==> config.mk <==
export PLATFORM = sky130hd
export DESIGN_NAME = if_fetch_stage_flat
export DESIGN_NICKNAME = d
export VERILOG_FILES = /design/src/rtl/if_fetch_stage_pkg.sv /design/src/rtl/if_fetch_stage_if.sv /design/src/rtl/if_fetch_stage_pc_mux.sv /design/src/rtl/if_fetch_stage.sv /design/src/flat_wrapper.sv
export SDC_FILE = /design/constraint.sdc
export NUM_CORES = 1
export LEC_CHECK = 0
export ABC_AREA = 1
export CORE_ASPECT_RATIO = 0.8
export CORE_MARGIN = 5
export CORE_UTILIZATION = 33
export DETAILED_ROUTE_END_ITERATION = 8
export RECOVER_POWER = 25
export SLEW_MARGIN = 20
export SYNTH_ARGS = -nofsm -noshare
export SYNTH_HDL_FRONTEND = slang
export SYNTH_SLANG_ARGS = --single-unit
export TNS_END_PERCENT = 100
==> constraint.sdc <==
create_clock -name clk -period 3.25 [get_ports clk]
set_input_delay 0.4875 -clock clk [delete_from_list [all_inputs] [get_ports clk]]
set_output_delay 0.4875 -clock clk [all_outputs]
set_load 0.1 [all_outputs]
==> src/rtl/if_fetch_stage_pkg.sv <==
// Shared definitions for the instruction-fetch stage: reset/exception vectors,
// kseg address masks, next-PC select encoding and the decode-slot payload.
package if_fetch_stage_pkg;

  localparam int unsigned XLEN = 32;

  localparam logic [XLEN-1:0] RESET_PC_DEFAULT = 32'hBFC0_0000;
  localparam logic [XLEN-1:0] EXC_VECTOR       = 32'hBFC0_0380;
  localparam logic [XLEN-1:0] PC_STEP          = 32'd4;

  // kseg0/kseg1 window 0x8000_0000..0xBFFF_FFFF maps to physical by dropping [31:29]
  localparam logic [XLEN-1:0] KSEG_SEG_MASK    = 32'hC000_0000;
  localparam logic [XLEN-1:0] KSEG_SEG_BASE    = 32'h8000_0000;
  localparam logic [XLEN-1:0] KSEG_PHYS_MASK   = 32'h1FFF_FFFF;

  typedef enum logic [1:0] {
    PC_SEQ    = 2'd0,
    PC_BRANCH = 2'd1,
    PC_HOLD   = 2'd2,
    PC_FLUSH  = 2'd3
  } pc_sel_e;

  typedef struct packed {
    logic            valid;
    logic [XLEN-1:0] pc;
    logic            adel;
    logic            in_delayslot;
  } id_slot_t;

  function automatic logic [XLEN-1:0] kseg_map(input logic [XLEN-1:0] va, input bit map_en);
    if (map_en && ((va & KSEG_SEG_MASK) == KSEG_SEG_BASE)) begin
      return va & KSEG_PHYS_MASK;
    end
    return va;
  endfunction

  function automatic logic misaligned(input logic [XLEN-1:0] addr);
    return addr[1:0] != 2'b00;
  endfunction

endpackage

==> src/rtl/if_fetch_stage_if.sv <==
// Synchronous instruction-SRAM port; the fetch stage is the master.
interface if_fetch_stage_if;
  import if_fetch_stage_pkg::*;

  logic            inst_sram_en;
  logic [3:0]      inst_sram_wen;
  logic [XLEN-1:0] inst_sram_addr;
  logic [XLEN-1:0] inst_sram_wdata;
  logic [XLEN-1:0] inst_sram_rdata;

  modport master (
    output inst_sram_en, inst_sram_wen, inst_sram_addr, inst_sram_wdata,
    input  inst_sram_rdata
  );

  modport slave (
    input  inst_sram_en, inst_sram_wen, inst_sram_addr, inst_sram_wdata,
    output inst_sram_rdata
  );

endinterface

==> src/rtl/if_fetch_stage_pc_mux.sv <==
// Next-PC priority select: flush over stall over taken branch over sequential.
module fetch_pc_mux
  import if_fetch_stage_pkg::*;
(
  input  logic [XLEN-1:0] pc_f,
  input  logic            flush,
  input  logic [XLEN-1:0] flush_pc,
  input  logic            stall,
  input  logic            branch_taken,
  input  logic [XLEN-1:0] branch_target,
  output pc_sel_e         sel_c,
  output logic [XLEN-1:0] next_pc_c
);

  always_comb begin
    sel_c = PC_SEQ;
    if (flush) begin
      sel_c = PC_FLUSH;
    end else if (stall) begin
      sel_c = PC_HOLD;
    end else if (branch_taken) begin
      sel_c = PC_BRANCH;
    end
  end

  // Sequential increment wraps naturally at 32 bits.
  always_comb begin
    next_pc_c = pc_f + PC_STEP;
    case (sel_c)
      PC_FLUSH:  next_pc_c = flush_pc;
      PC_HOLD:   next_pc_c = pc_f;
      PC_BRANCH: next_pc_c = branch_target;
      default:   next_pc_c = pc_f + PC_STEP;
    endcase
  end

endmodule

==> src/rtl/if_fetch_stage.sv <==
// Instruction-fetch stage: PC generation, inst_sram request, decode-slot
// registers with a one-entry hold buffer that covers decode stalls.
module if_fetch_stage
  import if_fetch_stage_pkg::*;
#(
  parameter logic [XLEN-1:0] RESET_PC = RESET_PC_DEFAULT,
  parameter bit              KSEG_MAP = 1'b1
) (
  input  logic                clk,
  input  logic                resetn,
  input  logic                stall_i,
  input  logic                flush_i,
  input  logic [XLEN-1:0]     flush_pc_i,
  input  logic                branch_taken_i,
  input  logic [XLEN-1:0]     branch_target_i,
  input  logic                id_is_branch_i,
  if_fetch_stage_if.master    sram,
  output logic                id_valid_o,
  output logic [XLEN-1:0]     id_pc_o,
  output logic [XLEN-1:0]     id_instr_o,
  output logic                id_adel_o,
  output logic                id_in_delayslot_o
);

  logic [XLEN-1:0] pc_f;
  logic [XLEN-1:0] next_pc_c;
  pc_sel_e         pc_sel_c;
  id_slot_t        slot;
  logic            hold_valid;
  logic [XLEN-1:0] hold_instr;

  fetch_pc_mux u_pc_mux (
    .pc_f          (pc_f),
    .flush         (flush_i),
    .flush_pc      (flush_pc_i),
    .stall         (stall_i),
    .branch_taken  (branch_taken_i),
    .branch_target (branch_target_i),
    .sel_c         (pc_sel_c),
    .next_pc_c     (next_pc_c)
  );

  // Request is gated by reset so nothing is issued while resetn is low.
  assign sram.inst_sram_en    = resetn & ~misaligned(pc_f);
  assign sram.inst_sram_addr  = kseg_map(pc_f, KSEG_MAP);
  assign sram.inst_sram_wen   = 4'b0000;
  assign sram.inst_sram_wdata = '0;

  always_ff @(posedge clk or negedge resetn) begin
    if (!resetn) begin
      pc_f <= RESET_PC;
    end else begin
      pc_f <= next_pc_c;
    end
  end

  // Decode slot and hold buffer; a stall freezes the slot and latches rdata once.
  always_ff @(posedge clk or negedge resetn) begin
    if (!resetn) begin
      slot       <= '0;
      hold_valid <= 1'b0;
      hold_instr <= '0;
    end else begin
      case (pc_sel_c)
        PC_FLUSH: begin
          slot.valid        <= 1'b0;
          slot.adel         <= 1'b0;
          slot.in_delayslot <= 1'b0;
          hold_valid        <= 1'b0;
        end
        PC_HOLD: begin
          if (!hold_valid) begin
            hold_instr <= sram.inst_sram_rdata;
            hold_valid <= 1'b1;
          end
        end
        default: begin
          slot.valid        <= 1'b1;
          slot.pc           <= pc_f;
          slot.adel         <= misaligned(pc_f);
          slot.in_delayslot <= id_is_branch_i;
          hold_valid        <= 1'b0;
        end
      endcase
    end
  end

  assign id_valid_o        = slot.valid;
  assign id_pc_o           = slot.pc;
  assign id_adel_o         = slot.adel;
  assign id_in_delayslot_o = slot.in_delayslot;

  // Bubbles and address-error slots present a zero word.
  assign id_instr_o = (slot.valid && !slot.adel)
                    ? (hold_valid ? hold_instr : sram.inst_sram_rdata)
                    : '0;

endmodule

==> src/flat_wrapper.sv <==
// flat-port wrapper written by rule: the top's interface ports become plain ports
module if_fetch_stage_flat import if_fetch_stage_pkg::*;
#(
  parameter logic [XLEN-1:0] RESET_PC = RESET_PC_DEFAULT,
  parameter bit              KSEG_MAP = 1'b1
)
  (clk, resetn, stall_i, flush_i, flush_pc_i, branch_taken_i, branch_target_i, id_is_branch_i, id_valid_o, id_pc_o, id_instr_o, id_adel_o, id_in_delayslot_o, sram_inst_sram_en, sram_inst_sram_wen, sram_inst_sram_addr, sram_inst_sram_wdata, sram_inst_sram_rdata);
  if_fetch_stage_if sram_i ();
  input  logic clk;
  input  logic resetn;
  input  logic stall_i;
  input  logic flush_i;
  input  logic [XLEN-1:0] flush_pc_i;
  input  logic branch_taken_i;
  input  logic [XLEN-1:0] branch_target_i;
  input  logic id_is_branch_i;
  output logic id_valid_o;
  output logic [XLEN-1:0] id_pc_o;
  output logic [XLEN-1:0] id_instr_o;
  output logic id_adel_o;
  output logic id_in_delayslot_o;
  output wire logic [$bits(sram_i.inst_sram_en)-1:0] sram_inst_sram_en;
  output wire logic [$bits(sram_i.inst_sram_wen)-1:0] sram_inst_sram_wen;
  output wire logic [$bits(sram_i.inst_sram_addr)-1:0] sram_inst_sram_addr;
  output wire logic [$bits(sram_i.inst_sram_wdata)-1:0] sram_inst_sram_wdata;
  input wire logic [$bits(sram_i.inst_sram_rdata)-1:0] sram_inst_sram_rdata;
  assign sram_inst_sram_en = sram_i.inst_sram_en;
  assign sram_inst_sram_wen = sram_i.inst_sram_wen;
  assign sram_inst_sram_addr = sram_i.inst_sram_addr;
  assign sram_inst_sram_wdata = sram_i.inst_sram_wdata;
  assign sram_i.inst_sram_rdata = sram_inst_sram_rdata;
  if_fetch_stage #(.RESET_PC(RESET_PC), .KSEG_MAP(KSEG_MAP)) u_core (.clk(clk), .resetn(resetn), .stall_i(stall_i), .flush_i(flush_i), .flush_pc_i(flush_pc_i), .branch_taken_i(branch_taken_i), .branch_target_i(branch_target_i), .id_is_branch_i(id_is_branch_i), .sram(sram_i), .id_valid_o(id_valid_o), .id_pc_o(id_pc_o), .id_instr_o(id_instr_o), .id_adel_o(id_adel_o), .id_in_delayslot_o(id_in_delayslot_o));
endmodule
* After elaboration in Yosys (flattened, before gate mapping)
Cells that the tools add are included.
** Operators by class
- Add/sub/neg operators :: 1
- $mul :: 0
- Div/mod/pow operators :: 0
- $lt $le $gt $ge :: 0
- Equal/unequal tests :: 4
- Shift-type cells :: 0
- Muxes and demuxes :: 12
- Bitwise logic cells :: 2
- Reduce and logical (&&, ||, !) cells :: 4
** Operators with widths (count)
- 32-bit 2-to-1 mux :: 4
- 32-bit one-hot mux with 3 select lines :: 1
- 32-bit by 3-bit adder with 32-bit output (second input constant) :: 1
- 2-bit equality test (second input constant) :: 3
- 2-bit 2-to-1 mux :: 2
- 2-bit one-hot mux with 2 select lines :: 1
- 1-bit 2-to-1 mux :: 3
- 2-bit by 1-bit equality test with 1-bit output (second input constant) :: 1
- 1-bit one-hot mux with 2 select lines :: 1
- 2-bit nonzero test :: 1
- 2-bit OR reduction :: 1
- 1-bit bitwise AND :: 1
- 1-bit logical AND :: 1
- 1-bit logical NOT :: 1
- 1-bit inverter :: 1
** Storage, ports and cells
- Bits in registers :: 100
- Latch bits :: 0
- RAM bits :: 0
- Bits in read-only memories :: 0
- Input port bits :: 102
- Output and inout port bits :: 136
- Word-level logic and storage cells :: 30
- Memories kept :: 0

* Longest topological paths before layout
Gate-level depths: netlist of run 1.
- Word-level depth :: 5
- Depth in mapped cells :: 9
- Mapped depth without buffers :: 9

* Hierarchy
A second synthesis of run 1 with hierarchy kept.
** Second synthesis, totals
- Cell total of the unflattened synthesis :: 892
- Area, all modules :: 6232.2 um2
** By module, submodules not included
- if_fetch_stage :: instances 1, cells each 528, area each 4520.6 um2
- fetch_pc_mux :: instances 1, cells each 364, area each 1711.6 um2

* Least setup slack after synthesis of run 1
OpenSTA, ideal clock, no wires.
- Kind :: reg-to-output
- Start point :: register u_core.pc_f[29]
- End point :: output sram_inst_sram_addr[29]
- Data arrival time :: 2.699 ns
- Slack :: 0.064 ns
- Cell stages (with the launch flop) :: 3
- Path through :: dfstp_2 inv_1 o21ai_0
** Between the ends
- Cells in the longest elaborated chain, start to end :: 1
** Ends and longest elaborated chain
- start: declaration :: line if_fetch_stage.sv:25 : logic [XLEN-1:0] pc_f;
- start signal: assignment :: line if_fetch_stage.sv:53 : pc_f <= next_pc_c;
- 32-bit 2-to-1 mux :: line if_fetch_stage_pkg.sv:34 : return va;
- end: declaration :: line flat_wrapper.sv:24 : output wire logic [$bits(sram_i.inst_sram_addr)-1:0] sram_inst_sram_addr;
Every way passes these cells.

* Worst setup path after layout of run 1
- Start point :: input flush_i
- End point :: register u_core.hold_instr[5]
** Between the ends
- Cells in the longest elaborated chain, start to end :: 2
** Ends and longest elaborated chain
- start: declaration :: line flat_wrapper.sv:12 : input logic flush_i;
- 2-bit 2-to-1 mux :: line if_fetch_stage_pc_mux.sv:17 : if (flush) begin
- 2-bit equality test :: line if_fetch_stage.sv:64 : case (pc_sel_c)
- end signal: assignment :: line if_fetch_stage.sv:73 : hold_instr <= sram.inst_sram_rdata;
- end: declaration :: line if_fetch_stage.sv:30 : logic [XLEN-1:0] hold_instr;
Every way passes these cells.
A chain may end at the register's enable or synchronous reset.

==> impl_metrics.prom, run 1 <==
# TYPE chip_impl_metric gauge
chip_impl_info{name="status",value="finished with violations"} 1
chip_impl_info{name="failed_checks",value="max-capacitance violations, max-slew violations"} 1
chip_impl_metric{name="antennaDiodeCount",unit=""} 0
chip_impl_metric{name="yosys_register_bits",unit=""} 100
chip_impl_metric{name="post_dp_cell_area",unit="µm²"} 7740
chip_impl_info{name="cell_breakdown_of_the_critical_path",value="dlygate4sd3_1, nor2_1, nor2_1, inv_4, buf_12, o21ai_0"} 1
chip_impl_info{name="regToRegEndpoint",value="u_core.pc_f[18]$_DFFE_PN0N_"} 1
chip_impl_metric{name="avgRoutedWirePerCell",unit="µm"} 16.1
chip_impl_metric{name="clkSlewWorstSetupHoldPaths",unit="ps"} 70
chip_impl_metric{name="antenna_found_initial",unit=""} 0
chip_impl_metric{name="worst-r2r-setup-slack",unit="ps"} 1520
chip_impl_metric{name="power.density",unit="nW/µm²"} 633
chip_impl_metric{name="pwr-share-clk",unit="%"} 20.8
chip_impl_info{name="critical-path-slowest-cell",value="nor2_1"} 1
chip_impl_metric{name="cts_bufs_inserted",unit=""} 9
chip_impl_metric{name="io_buffer_count",unit=""} 201
chip_impl_metric{name="layout_worst_path_cycle_share",unit="%"} 80.1
chip_impl_metric{name="mappedNetlistArea",unit="µm²"} 6110
chip_impl_metric{name="cts.repair.resized",unit=""} 0
chip_impl_metric{name="yosys_warn_count",unit=""} 0
chip_impl_metric{name="detail_route.wirelength",unit="µm"} 19300
chip_impl_metric{name="floorplan.die.height",unit="µm"} 132
chip_impl_metric{name="synth_cell_types",unit=""} 40
chip_impl_metric{name="initial_core_util",unit="%"} 33.6
chip_impl_metric{name="finish.utilization",unit="%"} 43.5
chip_impl_info{name="unrepaired_setup_endpoints_after_global_routing",value="no"} 1
chip_impl_metric{name="grt_pass1_vias",unit=""} 5308
chip_impl_metric{name="area_fraction_in_compound_gates_after_synthesis",unit="%"} 11.6
chip_impl_metric{name="timing.max_cap.violations",unit=""} 1
chip_impl_metric{name="wire_length_of_the_first_global_routing_pass",unit="µm"} 30400
chip_impl_metric{name="max_slew.worst_pin.slew",unit="ps"} 1530
chip_impl_info{name="worstSetupStartpoint",value="flush_i"} 1
chip_impl_metric{name="drt_iter0_markers",unit=""} 397
chip_impl_metric{name="grt_util_all_layers",unit="%"} 17.8
chip_impl_metric{name="clock_tree.buffer_depth",unit=""} 2
chip_impl_metric{name="hpwlAfterDp",unit="µm"} 14400
chip_impl_info{name="synth_top_flop_cell",value="dfrtp_1"} 1
chip_impl_info{name="crit_path_end_kind",value="flop"} 1
chip_impl_metric{name="htreeDepth",unit=""} 3
chip_impl_metric{name="final.min_clock_period",unit="ps"} 2600
chip_impl_metric{name="hold_viol",unit=""} 0
chip_impl_metric{name="grt_max_degree",unit=""} 68
chip_impl_metric{name="area_growth",unit="%"} 29.2
chip_impl_metric{name="detail_route.first_pass.iterations",unit=""} 5
chip_impl_metric{name="synth_enable_flop_cells",unit=""} 0
chip_impl_metric{name="cts.hold.buffers_added",unit=""} 0
chip_impl_metric{name="async_reset_ff_share",unit="%"} 100
chip_impl_metric{name="required",unit="ps"} 3510
chip_impl_info{name="cts_root_buffer",value="clkbuf_16"} 1
chip_impl_metric{name="setup-tns-final",unit="ps"} 0
chip_impl_info{name="critPathLaunchType",value="input pin"} 1
chip_impl_metric{name="timing.clock.skew",unit="ps"} 6.38
chip_impl_metric{name="worst_slack_at_placement",unit="ps"} 666
chip_impl_metric{name="critPathArrivalTime",unit="ps"} 2870
chip_impl_metric{name="clk-insertion-delay-late",unit="ps"} 350
chip_impl_metric{name="seq_power_share",unit="%"} 32.7
chip_impl_metric{name="post_synth_inst_count",unit=""} 803
chip_impl_metric{name="die_area",unit="µm²"} 21400
chip_impl_info{name="main_combinational_cell_family_by_area_after_synthesis",value="simple AND/OR/NAND/NOR gates"} 1
chip_impl_metric{name="gp_routability_congestion",unit=""} 0.845
chip_impl_metric{name="cts_num_sinks",unit=""} 100
chip_impl_metric{name="power_frac_comb",unit="%"} 46.5
chip_impl_metric{name="io_pins",unit=""} 238
chip_impl_metric{name="synth_xor_area_share",unit="%"} 0.143
chip_impl_metric{name="power_leakage",unit="nW"} 3.68
chip_impl_metric{name="finalPower",unit="mW"} 5.00
chip_impl_metric{name="fin_area",unit="µm²"} 7900
chip_impl_metric{name="synth-simple-area-share",unit="%"} 26.4
chip_impl_metric{name="power.switching",unit="mW"} 2.53
chip_impl_info{name="worst_setup_path_endpoint",value="u_core.hold_instr[5]$_DFFE_PN0P_"} 1
chip_impl_metric{name="fin_nets",unit=""} 1066
chip_impl_metric{name="slew_headroom",unit="%"} -2.12
chip_impl_metric{name="synth.yosys.seq_area_share",unit="%"} 41.1
chip_impl_metric{name="finalSetupViolCount",unit=""} 0
chip_impl_metric{name="peakVddDrop",unit="V"} 0.000310
chip_impl_metric{name="finalWorstSetupSlack",unit="ps"} 646
chip_impl_info{name="crit-reg2reg-launch",value="u_core.pc_f[3]$_DFFE_PN0N_"} 1
chip_impl_info{name="setup.worst_path.class",value="in2reg"} 1
chip_impl_metric{name="drive_above_1_share",unit="%"} 14.1
chip_impl_metric{name="overall_via_count_from_detail_route",unit=""} 5611
chip_impl_info{name="cts_tree",value="done"} 1
chip_impl_metric{name="critical_path.max_fanout",unit=""} 67
chip_impl_metric{name="synth_adder_area_share",unit="%"} 0.205
chip_impl_info{name="timing.hold.worst.class",value="in2async"} 1
chip_impl_metric{name="cts_setup_buffers",unit=""} 0
chip_impl_metric{name="antenna_violating_nets_post_route",unit=""} 0
chip_impl_metric{name="syn_area_per_cell",unit="µm²"} 7.61
chip_impl_metric{name="fmax",unit="MHz"} 384
chip_impl_metric{name="muxShareOfSynthArea",unit="%"} 5.24
chip_impl_metric{name="drc_errors",unit=""} 0
chip_impl_metric{name="grt_overflow",unit=""} 0
chip_impl_metric{name="p_int",unit="mW"} 2.47
chip_impl_metric{name="reg2reg_depth",unit=""} 9
chip_impl_metric{name="die_w",unit="µm"} 162
chip_impl_metric{name="placement_rows",unit=""} 44
chip_impl_metric{name="switching_share",unit="%"} 50.7
chip_impl_metric{name="timing.final.max_slew_violations",unit=""} 60
chip_impl_metric{name="cp_slowest_stage_delay",unit="ps"} 690
chip_impl_info{name="cpMostUsedCell",value="nor2_1"} 1
chip_impl_metric{name="viasPerCell",unit=""} 4.69
chip_impl_metric{name="core_outline_area",unit="µm²"} 18200
-- layer usage --
metal | vias to the layer above | global-route usage [%] | wire, µm
li1 | 2794 | - | -
met5 | - | 0 | 0
met4 | 0 | 3.95 | 201
met2 | 203 | 25.3 | 8140
met3 | 16 | 4.76 | 1460
met1 | 2598 | 26.8 | 9520
-- cell usage after synthesis, types with 2 or more instances --
library cell / n / area, µm²
a21oi_1: 24 / 120
a21oi_2: 2 / 17.5
a22oi_1: 2 / 15.0
a31oi_1: 5 / 31.3
buf_2: 14 / 70.1
buf_4: 67 / 503
buf_6: 7 / 78.8
clkbuf_1: 11 / 41.3
clkbuf_2: 2 / 10.0
dfrtp_1: 91 / 2280
dfstp_2: 9 / 236
inv_1: 54 / 203
inv_2: 3 / 11.3
inv_4: 2 / 12.5
mux2i_1: 32 / 320
nand2_1: 216 / 811
nand2_2: 8 / 50.1
nand3_1: 33 / 165
nand3_2: 3 / 30.0
nand4_1: 2 / 12.5
nor2_1: 91 / 342
nor2_2: 6 / 37.5
nor2_4: 8 / 90.1
nor3_1: 2 / 10.0
o211ai_1: 3 / 22.5
o21ai_0: 61 / 305
o21ai_1: 31 / 155
or2_2: 2 / 12.5
-- kinds of logic (layout without fill, tap and decap cells) --
logic type                 Yosys count  in the layout
AOI/OAI and AO/OA                  132            132
xor gates and xnor gates             1              1
adders and majority gates            1              1
buffers and inverters              160            289
DFF                                100            100
muxes                               32             32
other                                1             36
and+or+nand+nor                    376            376
-- registers in the layout (all words and copies together), names as in the netlist --
register                  cells
u_core.id_in_delayslot_o      1
u_core.hold_instr            32
u_core.id_adel_o              1
u_core.id_valid_o             1
u_core.hold_valid             1
u_core.id_pc_o               32
u_core.pc_f                  32
-- power groups by stage --
stage | combinational (mW) | clock (mW) | sequential, mW
final | 2.33 | 1.04 | 1.63
after global routing | 2.45 | 1.13 | 1.66
after CTS | 2.39 | 1.09 | 1.63
after detailed placement | 2.38 | 0 | 1.65
after global placement | 2.38 | 0 | 1.65
after floorplan | 1.43 | 0 | 2.11
-- layout make-up --
cell class                 instances  area, µm²
inverter                          59        226
clock buffer                      10        239
multi-input combinational        578       2770
clock inverter                     5       37.5
fill                            1865      10300
timing repair buffer             215       1820
tap                              230        288
sequential                       100       2510
-- placed cells by master, fill, tap and decap left out, types with 2 or more instances in the layout --
cell,instances
nor2_2,6
nand2_2,8
nand2_1,216
or2_2,2
clkdlybuf4s50_1,113
a21oi_2,2
nor3_1,2
nand4_1,2
dfrtp_1,90
dfstp_2,9
buf_4,74
nand3_2,3
nor2_4,7
o211ai_1,3
inv_4,2
clkinvlp_4,2
nor2_1,93
conb_1,36
inv_1,54
a22oi_1,2
o21ai_1,28
inv_2,3
mux2i_1,32
o21ai_0,64
clkbuf_16,9
clkbuf_1,25
a31oi_1,5
nand3_1,33
a21oi_1,24
-- stage by stage --
stage | hold slack (ps) | std cells
after global placement | 457 | 1182
after global routing | 318 | 1197
final | 259 | 1197
after detailed placement | 464 | 1182
after CTS | 237 | 1197
after floorplan | 192 | 838
-- critical path, delay by kind of cell --
kind            cells  cell delay [ps]
simple gates        2              880
compound gates      1              210
buf+inv             3             1270
-- worst min-delay path by stage --
| stage | start | to | slack (ps) | cells after the start |
|---|---|---|---|---|
| 2_1_floorplan | resetn | u_core.hold_instr[0]$_DFFE_PN0P_ | 190 | 0 |
| 3_3_place_gp | u_core.id_pc_o[16]$_DFFE_PN0N_ | u_core.id_pc_o[16]$_DFFE_PN0N_ | 460 | 2 |
| 3_5_place_dp | u_core.id_pc_o[14]$_DFFE_PN0N_ | u_core.id_pc_o[14]$_DFFE_PN0N_ | 460 | 2 |
| 4_1_cts | resetn | u_core.id_adel_o$_DFFE_PN0N_ | 240 | 2 |
| 5_1_grt | resetn | u_core.id_adel_o$_DFFE_PN0N_ | 320 | 2 |
| 6_report | resetn | u_core.id_pc_o[0]$_DFFE_PN0N_ | 260 | 2 |
(Power assumes the default switching activity.)
==> inputs of run 2 (changes only) <==
clock period = 2.4 ns   (was 3.25 ns; I/O delays follow)
==> run 2 against run 1 <==
The flow still finishes with violations (max-capacitance violations, max-slew violations); routed wire length decreased by 2.0%; clock power increased by 45%; sequential share of layout area decreased by 2.1 points; hold slack improved by 91 ps; register-to-register slack got worse by 840 ps.
==> impl_metrics.prom, run 2 (same netlist as run 1, synthesis figures left out) <==
# TYPE chip_impl_metric gauge
chip_impl_info{name="status",value="finished with violations"} 1
chip_impl_info{name="failed_checks",value="max-capacitance violations, max-slew violations"} 1
chip_impl_metric{name="drt_iter0_markers",unit=""} 373
chip_impl_metric{name="layout.cells.non_filler",unit=""} 1198
chip_impl_metric{name="wire_length_of_the_first_global_routing_pass",unit="µm"} 30200
chip_impl_metric{name="htreeDepth",unit=""} 3
chip_impl_info{name="timing.hold.worst.class",value="in2async"} 1
chip_impl_metric{name="io_buffer_count",unit=""} 201
chip_impl_metric{name="drc_errors",unit=""} 0
chip_impl_metric{name="peakVddDrop",unit="V"} 0.000474
chip_impl_metric{name="power.switching",unit="mW"} 3.47
chip_impl_metric{name="timing.max_cap.violations",unit=""} 1
chip_impl_metric{name="clk-insertion-delay-late",unit="ps"} 350
chip_impl_metric{name="drive_above_1_share",unit="%"} 18.4
chip_impl_metric{name="required",unit="ps"} 2040
chip_impl_metric{name="clkSlewWorstSetupHoldPaths",unit="ps"} 70
chip_impl_metric{name="timing.final.max_slew_violations",unit=""} 61
chip_impl_info{name="cts_root_buffer",value="clkbuf_16"} 1
chip_impl_info{name="critical-path-slowest-cell",value="dfrtp_2"} 1
chip_impl_metric{name="seq_power_share",unit="%"} 31.2
chip_impl_metric{name="fin_nets",unit=""} 1067
chip_impl_metric{name="timing.clock.skew",unit="ps"} 6.54
chip_impl_metric{name="finalPower",unit="mW"} 7.06
chip_impl_metric{name="power_leakage",unit="nW"} 3.93
chip_impl_metric{name="critPathArrivalTime",unit="ps"} 1810
chip_impl_metric{name="switching_share",unit="%"} 49.1
chip_impl_metric{name="finish.utilization",unit="%"} 46.5
chip_impl_metric{name="slew_headroom",unit="%"} -7.67
chip_impl_metric{name="pwr-share-clk",unit="%"} 21.3
chip_impl_metric{name="power_frac_comb",unit="%"} 47.5
chip_impl_metric{name="io_pins",unit=""} 238
chip_impl_metric{name="placement_rows",unit=""} 44
chip_impl_metric{name="cts_num_sinks",unit=""} 100
chip_impl_metric{name="power.density",unit="nW/µm²"} 837
chip_impl_metric{name="antenna_found_initial",unit=""} 0
chip_impl_metric{name="area_growth",unit="%"} 38.2
chip_impl_metric{name="die_area",unit="µm²"} 21400
chip_impl_metric{name="cts.repair.resized",unit=""} 0
chip_impl_metric{name="worst-r2r-setup-slack",unit="ps"} 680
chip_impl_info{name="crit_path_end_kind",value="primary output"} 1
chip_impl_metric{name="grt_util_all_layers",unit="%"} 17.6
chip_impl_info{name="critPathLaunchType",value="flop"} 1
chip_impl_info{name="cell_breakdown_of_the_critical_path",value="buf_12, mux2i_1, nor2_1, buf_12"} 1
chip_impl_metric{name="hold_viol",unit=""} 0
chip_impl_metric{name="max_slew.worst_pin.slew",unit="ps"} 1620
chip_impl_metric{name="n_fill_cell",unit=""} 1826
chip_impl_metric{name="core_outline_area",unit="µm²"} 18200
chip_impl_metric{name="die_w",unit="µm"} 162
chip_impl_metric{name="layout_worst_path_cycle_share",unit="%"} 90.4
chip_impl_metric{name="fmax",unit="MHz"} 461
chip_impl_metric{name="grt_overflow",unit=""} 0
chip_impl_metric{name="antennaDiodeCount",unit=""} 0
chip_impl_metric{name="antenna_violating_nets_post_route",unit=""} 0
chip_impl_metric{name="hpwlAfterDp",unit="µm"} 14200
chip_impl_metric{name="critical_path_buf_inv_count",unit=""} 2
chip_impl_metric{name="p_int",unit="mW"} 3.59
chip_impl_metric{name="finalSetupViolCount",unit=""} 0
chip_impl_metric{name="viasPerCell",unit=""} 4.56
chip_impl_metric{name="grt_pass1_vias",unit=""} 5291
chip_impl_metric{name="critical_path.max_fanout",unit=""} 23
chip_impl_metric{name="cts.hold.buffers_added",unit=""} 0
chip_impl_metric{name="cp_slowest_stage_delay",unit="ps"} 570
chip_impl_info{name="setup.worst_path.class",value="reg2out"} 1
chip_impl_metric{name="detail_route.wirelength",unit="µm"} 18900
chip_impl_info{name="cpMostUsedCell",value="buf_12"} 1
chip_impl_metric{name="overall_via_count_from_detail_route",unit=""} 5465
chip_impl_metric{name="gp_routability_congestion",unit=""} 0.800
chip_impl_info{name="unrepaired_setup_endpoints_after_global_routing",value="no"} 1
chip_impl_info{name="timing.critical_path.max_delay_family",value="flip-flops"} 1
chip_impl_metric{name="cts_bufs_inserted",unit=""} 9
chip_impl_metric{name="avgRoutedWirePerCell",unit="µm"} 15.8
chip_impl_info{name="mostFrequentLayoutCells",value="nand2_1 (216), clkdlybuf4s50_1 (100), nor2_1 (91)"} 1
chip_impl_info{name="most_common_cell_after_layout_fill_and_taps_aside",value="nand2_1"} 1
chip_impl_metric{name="grt_max_degree",unit=""} 85
chip_impl_metric{name="clock_tree.buffer_depth",unit=""} 2
chip_impl_metric{name="placed_cells",unit=""} 1183
chip_impl_metric{name="final.min_clock_period",unit="ps"} 2170
chip_impl_metric{name="initial_core_util",unit="%"} 33.6
chip_impl_metric{name="cts_setup_buffers",unit=""} 0
chip_impl_metric{name="floorplan.die.height",unit="µm"} 132
chip_impl_info{name="cts_tree",value="done"} 1
chip_impl_metric{name="detail_route.first_pass.iterations",unit=""} 4
==> run 2: cell types whose count changed in the layout (fill, tap and decap cells not counted), moves of 2 or more <==
cell             previous run  this run
o21ai_1                    28        32
clkdlybuf4s50_1           113       100
o21ai_0                    64        60
clkbuf_1                   25         1
buf_4                      74        77
buf_12                      1        36
nor2_1                     93        91
==> run 2: area by class of cell <==
| cell class | count | area (µm²) | area share, % |
|---|---|---|---|
| sequential | 100 | 2510 | 29.8 |
| timing repair buffer | 216 | 2310 | 27.4 |
| inverter | 59 | 226 | 2.68 |
| clock buffer | 9 | 225 | 2.67 |
| clock inverter | 6 | 72.6 | 0.860 |
| multi-input combinational | 578 | 2800 | 33.2 |
| tap | 230 | 288 | 3.41 |
==> run 2: path summary, 6_finish.rpt <==
path                                                      from                              to  cells after the start
worst min register to register  u_core.id_pc_o[12]$_DFFE_PN0N_  u_core.id_pc_o[12]$_DFFE_PN0N_                      2
worst max register to register      u_core.pc_f[3]$_DFFE_PN0N_     u_core.pc_f[22]$_DFFE_PN1N_                      9
max in group asynchronous                               resetn     u_core.hold_valid$_DFF_PN0_                      2
worst min-delay path                                    resetn   u_core.id_pc_o[7]$_DFFE_PN0N_                      2
min in group clk                u_core.id_pc_o[12]$_DFFE_PN0N_  u_core.id_pc_o[12]$_DFFE_PN0N_                      2
worst max-delay path               u_core.hold_valid$_DFF_PN0_                  id_instr_o[24]                      4
==> run 2: layer usage <==
layer / up-vias / routed length, µm / track usage [%]
met5: - / 0 / 0
li1: 2786 / - / -
met1: 2503 / 9150 / 25.8
met2: 165 / 8350 / 26.2
met4: 0 / 137 / 3.48
met3: 11 / 1290 / 4.60
==> run 2: power groups by stage <==
stage	logic [mW]	registers [mW]	clock network, mW
final	3.35	2.20	1.51
after global routing	3.52	2.25	1.61
after CTS	3.38	2.20	1.56
after detailed placement	3.37	2.23	0
after global placement	3.36	2.23	0
after floorplan	1.93	2.86	0
==> run 2: stage by stage <==
stage          hold slack (ps)  worst slack [ps]  setup TNS (ps)  cell area, µm²
4_1_cts                    100               229               0            8450
3_3_place_gp               455               254               0            8150
3_5_place_dp               461               185               0            8150
2_1_floorplan             64.4              -643          -20150            6250
5_1_grt                    447               169               0            8440
6_report                   350               232               0            8440
